--- src/rtl/bcd_pkg.sv ---
// Shared types and status-word layout for the packed-BCD to binary converter.
package bcd_pkg;

   typedef enum logic {
      IDLE = 1'b0,
      CONV = 1'b1
   } state_t;

   localparam int DONE_BIT = 31;
   localparam int ERR_BIT  = 30;
   localparam int BUSY_BIT = 29;

   // 24 bits hold 9,999,999, the largest 7-digit value.
   localparam int ACC_W = 24;

   localparam logic [31:0] ST_BUSY = 32'h1 << BUSY_BIT;
   localparam logic [31:0] ST_DONE = 32'h1 << DONE_BIT;
   localparam logic [31:0] ST_ERR  = (32'h1 << DONE_BIT) | (32'h1 << ERR_BIT);

endpackage

--- src/rtl/bcd_digit_mac.sv ---
// One decimal step: acc*10 + digit built from shifts and adds, plus a digit-valid flag.
// Purely combinational.
module bcd_digit_mac
   import bcd_pkg::*;
(
   input  logic [ACC_W-1:0] i_acc,
   input  logic [3:0]       i_digit,
   output logic [ACC_W-1:0] o_acc,
   output logic             o_digit_ok
);

   assign o_acc      = (i_acc << 3) + (i_acc << 1) + {{(ACC_W-4){1'b0}}, i_digit};
   assign o_digit_ok = (i_digit <= 4'd9);

endmodule

--- src/rtl/peri_bin_from_bcd.sv ---
// Bus peripheral converting NUM_DIGITS packed BCD digits to binary, one digit per clock, MSD first.
// Result/status word is updated NUM_DIGITS edges after the write edge; a new write restarts at once.
module peri_bin_from_bcd
   import bcd_pkg::*;
#(
   parameter int NUM_DIGITS = 6
)
(
   input  logic        clk_i,
   input  logic        rst_i,
   input  logic        we_i,
   input  logic [31:0] data_i,
   output logic [31:0] salida_o
);

   localparam int         SW   = 4 * NUM_DIGITS;
   localparam logic [2:0] LAST = 3'(NUM_DIGITS - 1);

   state_t           r_state;
   state_t           w_state_nxt;
   logic [SW-1:0]    r_shift;
   logic [SW-1:0]    w_shift_nxt;
   logic [ACC_W-1:0] r_acc;
   logic [ACC_W-1:0] w_acc_nxt;
   logic [ACC_W-1:0] w_mac_acc;
   logic [2:0]       r_cnt;
   logic [2:0]       w_cnt_nxt;
   logic [31:0]      r_salida;
   logic [31:0]      w_salida_nxt;
   logic             w_digit_ok;
   logic             w_unused_data;

   // Digits above the configured count are don't-care.
   assign w_unused_data = ^data_i;

   bcd_digit_mac u_mac (
      .i_acc      (r_acc),
      .i_digit    (r_shift[SW-1 -: 4]),
      .o_acc      (w_mac_acc),
      .o_digit_ok (w_digit_ok)
   );

   always_ff @(posedge clk_i or posedge rst_i) begin
      if (rst_i) begin
         r_state <= IDLE;
      end else begin
         r_state <= w_state_nxt;
      end
   end

   always_comb begin
      w_state_nxt  = r_state;
      w_shift_nxt  = r_shift;
      w_acc_nxt    = r_acc;
      w_cnt_nxt    = r_cnt;
      w_salida_nxt = r_salida;

      if (we_i) begin
         // A write always wins, silently dropping any conversion in flight.
         w_state_nxt  = CONV;
         w_shift_nxt  = data_i[SW-1:0];
         w_acc_nxt    = '0;
         w_cnt_nxt    = '0;
         w_salida_nxt = ST_BUSY;
      end else if (r_state == CONV) begin
         if (!w_digit_ok) begin
            w_state_nxt  = IDLE;
            w_salida_nxt = ST_ERR;
         end else begin
            w_acc_nxt   = w_mac_acc;
            w_shift_nxt = r_shift << 4;
            w_cnt_nxt   = r_cnt + 3'd1;
            if (r_cnt == LAST) begin
               w_state_nxt  = IDLE;
               w_salida_nxt = ST_DONE | {8'h00, w_mac_acc};
            end
         end
      end
   end

   always_ff @(posedge clk_i or posedge rst_i) begin
      if (rst_i) begin
         r_shift  <= '0;
         r_acc    <= '0;
         r_cnt    <= '0;
         r_salida <= '0;
      end else begin
         r_shift  <= w_shift_nxt;
         r_acc    <= w_acc_nxt;
         r_cnt    <= w_cnt_nxt;
         r_salida <= w_salida_nxt;
      end
   end

   assign salida_o = r_salida;

endmodule

--- config.mk ---
export PLATFORM = sky130hd
export DESIGN_NAME = peri_bin_from_bcd
export DESIGN_NICKNAME = d
export VERILOG_FILES = /design/src/rtl/bcd_pkg.sv /design/src/rtl/bcd_digit_mac.sv /design/src/rtl/peri_bin_from_bcd.sv
export SDC_FILE = /design/constraint.sdc
export NUM_CORES = 1
export LEC_CHECK = 0
export ABC_AREA = 1
export CORE_MARGIN = 2
export CORE_UTILIZATION = 50
export DETAILED_ROUTE_END_ITERATION = 12
export GPL_TIMING_DRIVEN = 0
export PLACE_DENSITY = 0.73
export SYNTH_ARGS = -nofsm -noshare
export SYNTH_HDL_FRONTEND = slang
export SYNTH_SLANG_ARGS = --single-unit
--- constraint.sdc ---
create_clock -name clk_i -period 5.2 [get_ports clk_i]
set_input_delay 1.04 -clock clk_i [delete_from_list [all_inputs] [get_ports clk_i]]
set_output_delay 1.04 -clock clk_i [all_outputs]
set_load 0.01 [all_outputs]
Yosys cells after proc, flatten, opt, wreduce, memory -nomap -nowiden

Cells that the tools add are included.

$add $sub $neg: 3
Order comparisons: 1
Eq/ne operators: 2
Mux-type cells: 17
Reductions and logical operators: 4

Operators with widths:

| cell                | number |
|---|---|
| $mux 32             | 4 |
| $mux 24             | 3 |
| $mux 23             | 3 |
| $add 24x24->24      | 1 |
| $add 24x4->24       | 1 |
| $mux 3              | 3 |
| $le 4x4->1 const B  | 1 |
| $mux 1              | 4 |
| $reduce_and 2->1    | 2 |
| $reduce_bool 2->1   | 2 |
| $add 3x1->3 const B | 1 |
| $eq 3x3->1 const B  | 1 |
| $ne 3x2->1 const B  | 1 |

Register bits: 83

Depth between registers and ports, before layout

Depth in word-level cells: 6
Gate-level depth with buffers: 15
Depth with buffers taken out: 15

Cells and area by module

A second synthesis with hierarchy kept.

Cells, all modules: 772
Area total of the unflattened synthesis: 5353.9 um^2

Modules (own cells, without submodules):

| module            | instances | cells an instance | area an instance (um^2) |
|---|---|---|---|
| peri_bin_from_bcd | 1         | 441               | 3543.4 |
| bcd_digit_mac     | 1         | 331               | 1810.5 |

Least setup slack after synthesis

Ideal clock, no wire load.

Path kind: reg-to-reg
From: register r_shift[23]
To: register r_acc[16]
Library setup time: 0.119 ns
Data arrival time: 2.109 ns
Data required time: 5.081 ns
Slack: 2.972 ns
Stages on the path, launching flop included: 14
Buffers on the path: 0
Path through: dfrtp_1 inv_1 fa_1 fa_1 inv_1 nand3_1 nand3_1 nand2_1 nand2_1 nand3_1 nand2_1 nand2_1 nand4_1 nand2_1

Cells in the longest elaborated chain, start to end: 4

Ends and longest elaborated chain:

| element                | line                    | text |
|---|---|---|
| from (decl)            | peri_bin_from_bcd.sv:21 | `logic [SW-1:0] r_shift;` |
| from (signal assigned) | peri_bin_from_bcd.sv:88 | `r_shift <= w_shift_nxt;` |
| $add 24x4->24          | bcd_digit_mac.sv:12     | `assign o_acc = (i_acc << 3) + (i_acc << 1) + {{(ACC_W-4){1'b0}}, i_digit};` |
| $mux 23                | peri_bin_from_bcd.sv:66 | `if (!w_digit_ok) begin` |
| $mux 23                | peri_bin_from_bcd.sv:65 | `end else if (r_state == CONV) begin` |
| $mux 23                | peri_bin_from_bcd.sv:58 | `if (we_i) begin` |
| to (signal assigned)   | peri_bin_from_bcd.sv:89 | `r_acc <= w_acc_nxt;` |
| to (decl)              | peri_bin_from_bcd.sv:23 | `logic [ACC_W-1:0] r_acc;` |

Several ways; a longest one is shown, not always the timed one. The select of a mux whose other input is x is not followed.
A chain may end at the register's enable or synchronous reset.

Final worst setup path

From: register r_shift[23]
To: register r_salida[16] (netlist: salida_o[16])

Cells in the longest elaborated chain, start to end: 5

Ends and longest elaborated chain:

| element              | line                    | text |
|---|---|---|
| $add 24x4->24        | bcd_digit_mac.sv:12     |  |
| $mux 32              | peri_bin_from_bcd.sv:73 | `if (r_cnt == LAST) begin` |
| $mux 32              | peri_bin_from_bcd.sv:66 |  |
| $mux 32              | peri_bin_from_bcd.sv:65 |  |
| $mux 32              | peri_bin_from_bcd.sv:58 |  |
| to (signal assigned) | peri_bin_from_bcd.sv:91 | `r_salida <= w_salida_nxt;` |
| to (decl)            | peri_bin_from_bcd.sv:28 | `logic [31:0] r_salida;` |

Several ways; a longest one is shown, not always the timed one. The select of a mux whose other input is x is not followed.

==> flow_metrics.tcl <==
set metrics [dict create \
    result_of_the_run "finished, final reports clean" \
    cts-buffers-inserted 9 \
    grt_overflow_total 0 \
    globalRouteTotalUtil 0.243 \
    synth.yosys.seq_area_share 0.386 \
    detail_route.first_pass.iterations 4 \
    power_per_cell_area_nw_per_um2 464 \
    worstPathCellList "inv_1 -> fa_1 -> fa_1 -> inv_1 -> nand3_1 -> nand3_1 -> nand2_1 -> nand2_1 -> nand3_1 -> nand2_1 -> nand2_1 -> nand4_1 -> nand2_1" \
    synth_simple_gate_area_frac 0.283 \
    hold-worst-slack_ns 0.480 \
    synth_top_area_frac 0.386 \
    core.rowCount 36 \
    cts_hold_buf 0 \
    h-tree-depth 3 \
    drt_iter0_markers 247 \
    crit_path_top_delay_cell "fa_1" \
    worst_pin_slew_ns 0.579 \
    vdd_ir_drop_max_mv 0.334 \
    synth_fa_ha_area_frac 0.117 \
    report.final.hold_viol_count 0 \
    crit-reg2reg-launch "r_shift[23]" \
    worst_setup_path_start_kind "flop" \
    clk_path_buf_depth 2 \
    rsz0062_at_grt "false" \
    crit-reg2reg-capture "salida_o[16]" \
    diodes 0 \
    hold_class "reg -> reg" \
    synth-compound-area-share 0.113 \
    io_pins 67 \
    clkLatencyLatePin_ns 0.36 \
    synthFlopType "dfrtp_1" \
    postSynthRegisterBits 78 \
    final_cell_mix "nand2_1 (226), inv_1 (82), dfrtp_1 (78)" \
    drtAntennaViolNets 0 \
    wp_data_required_ns 5.45 \
    placement.setup.worst_slack_ns 2.64 \
    grt_pass1_wl_um 21400 \
    worstHoldEndpoint "salida_o[18]" \
    postSynthCellCount 664 \
    crit_path_max_fo 5 \
    cts_tree "done" \
    chipWidth_um 105 \
    xor_xnor_portion_of_the_synthesized_cell_area 0.00520 \
    cts_sinks 78 \
    dr_total_vias 4526 \
    relative_slew_slack 0.614 \
    max_freq_ghz 0.386 \
    r2r_setup_slk_ns 2.61 \
    slew_viol_final 0 \
    buffer_ports.inserted 52 \
    critical_path.endpoint_type "flop" \
    synth_area_leader_cell "dfrtp_1" \
    post_cts_repair_timing_setup_buffer_count 0 \
    timing.critical_path.buf_inv 2 \
    fin_setup_tns_ns 0 \
    critical_path.most_common_cell "nand2_1" \
    worst-endpoint-arrival_ns 2.84 \
    cells_on_worst_hold_path 2 \
    floorplan.die_area_sq_um 10900 \
    power.leakage_nw 3.26 \
    grt_pass1_vias 4655 \
    asyncSetResetFlopFracSynth 1.00 \
    floorplan.core_area_sq_um 9770 \
    finish.utilization 0.612 \
    timing.final.crit_share 0.498 \
    syn_area_sq_um 5050 \
    timing.critical_path.slowest_cell_delay_ns 0.53 \
    timing.clock.skew_ns 0.00604 \
    floorplan.initialDensity 0.517 \
    criticalPathCategory "reg -> reg" \
    final_net_count 813 \
    post_route_cells_drive_above_1_share 0.0951 \
    vias_per_cell 5.21 \
    place.gp.congestion 0.925 \
    detail_route.wl_per_cell_um 14.4 \
    post_cts_resize_count 0 \
    cts_root_buffer "clkbuf_8" \
    dp.final_hpwl_um 9820 \
    area_growth_syn_to_layout_pct 18.4 \
    post-layout-total-power_mw 2.77 \
    final_common_cell "nand2_1" \
    number_of_antenna_violations_at_the_first_check_in_global_routing 0 \
    crit_path_leading_delay_family "adder cells" \
    synth.area.mux_share 0 \
    period_minus_slack_ns 2.59 \
    synth_top_cells_by_area "dfrtp_1 (39%), nand2_1 (17%), ha_1 (11%), inv_1 (6.2%), o21ai_0 (2.6%)" \
    synth_cell_types 37 \
    setup-violations-final 0 \
    clk_transition_reported_paths_ns 0.08 \
    post_synth.cell_area_avg_sq_um 7.61 \
    num-fill-cells 925 \
    drv.max_cap_violation_count 0 \
    dominant_combinational_cell_family_by_area_after_synthesis "simple AND/OR/NAND/NOR gates" \
    grt_start_max_net_pins 50 \
    hold_path.startpoint "salida_o[18]" \
    setup_slack_ns 2.61 \
    drc_errors 0 \
    die_y_um 105 \
    ff2ff_path_depth 13 \
    postRouteWirelength_um 12500 \
    synth.yosys.warnings 0 \
    synth_enable_flop_cells 0 \
]
Yosys cell counts, types with 2 or more instances:
master / number
nand3_2: 4
fa_1: 2
a21oi_1: 15
nor2_1: 28
or2_2: 5
buf_4: 11
o211ai_1: 16
o22ai_1: 3
dfrtp_1: 78
o21ai_2: 4
inv_2: 6
nand3b_1: 5
buf_2: 9
nand2_1: 226
ha_1: 44
nor2_4: 3
nand2_2: 5
o21ai_1: 23
nand4_1: 19
inv_1: 83
clkbuf_1: 3
nand3_1: 24
nor3_1: 3
o21ai_0: 26
xor2_1: 3
a31oi_1: 2
o21bai_1: 3
a21oi_2: 2
per-layer routing:
metal	part of all wire	global-route usage	vias to the layer above
li1	-	-	2274
met1	0.45	0.310	2148
met2	0.50	0.423	94
met3	0.041	0.0332	10
met4	0.011	0.0849	0
met5	0	0	-
flip-flops by register name (all words and copies together) (netlist names):
register	cells
r_state	1
salida_o	27
r_cnt	3
r_shift	24
r_acc	23
metrics by stage:
| stage | area, sq um | std cells |
|---|---|---|
| global placement | 5750 | 853 |
| CTS | 5980 | 869 |
| detailed placement | 5780 | 854 |
| floorplan | 5070 | 668 |
| finish | 5980 | 869 |
| global route | 5980 | 869 |
area by class of cell:
type                       count  area, sq um  share of cell area
buffer                        23          139              0.0232
clock buffer                  12          155              0.0259
clock inverter                 3         43.8             0.00732
inverter                      90          342              0.0571
multi-input combinational    477         2640               0.441
sequential                    78         1950               0.326
tap                          133          166              0.0278
timing repair buffer          53          548              0.0916
worst max-delay path by stage:
stage | from | endpoint | slack [ns] | cells after the start
finish | r_shift[23] | salida_o[16] | 2.61 | 13
global route | r_shift[23] | r_acc[16] | 2.38 | 13
CTS | r_shift[23] | salida_o[16] | 2.60 | 13
detailed placement | r_shift[23] | salida_o[16] | 2.64 | 13
global placement | rst_i | r_acc[20] | 0.91 | 2
floorplan | rst_i | r_acc[0] | 2.16 | 1
worst min-delay path, cell delays in order (launching register included):
cell     delay, ns
dfrtp_1       0.35
nand2_1       0.05
nand2_1       0.05
where the power goes:
part	total [mW]	switching, mW	internal [mW]
clock network	0.475	0.229	0.246
registers	0.963	0.146	0.817
logic	1.34	0.814	0.522
total	2.77	1.19	1.59
cell families (layout without fill, tap and decap cells):
group,after synthesis,after routing
buf+inv,113,181
other cells,1,5
simple gates,327,327
fa+ha+maj,46,46
flops,78,78
xor+xnor,3,3
compound gates,96,96
Power figures use the tool's default switching activity.
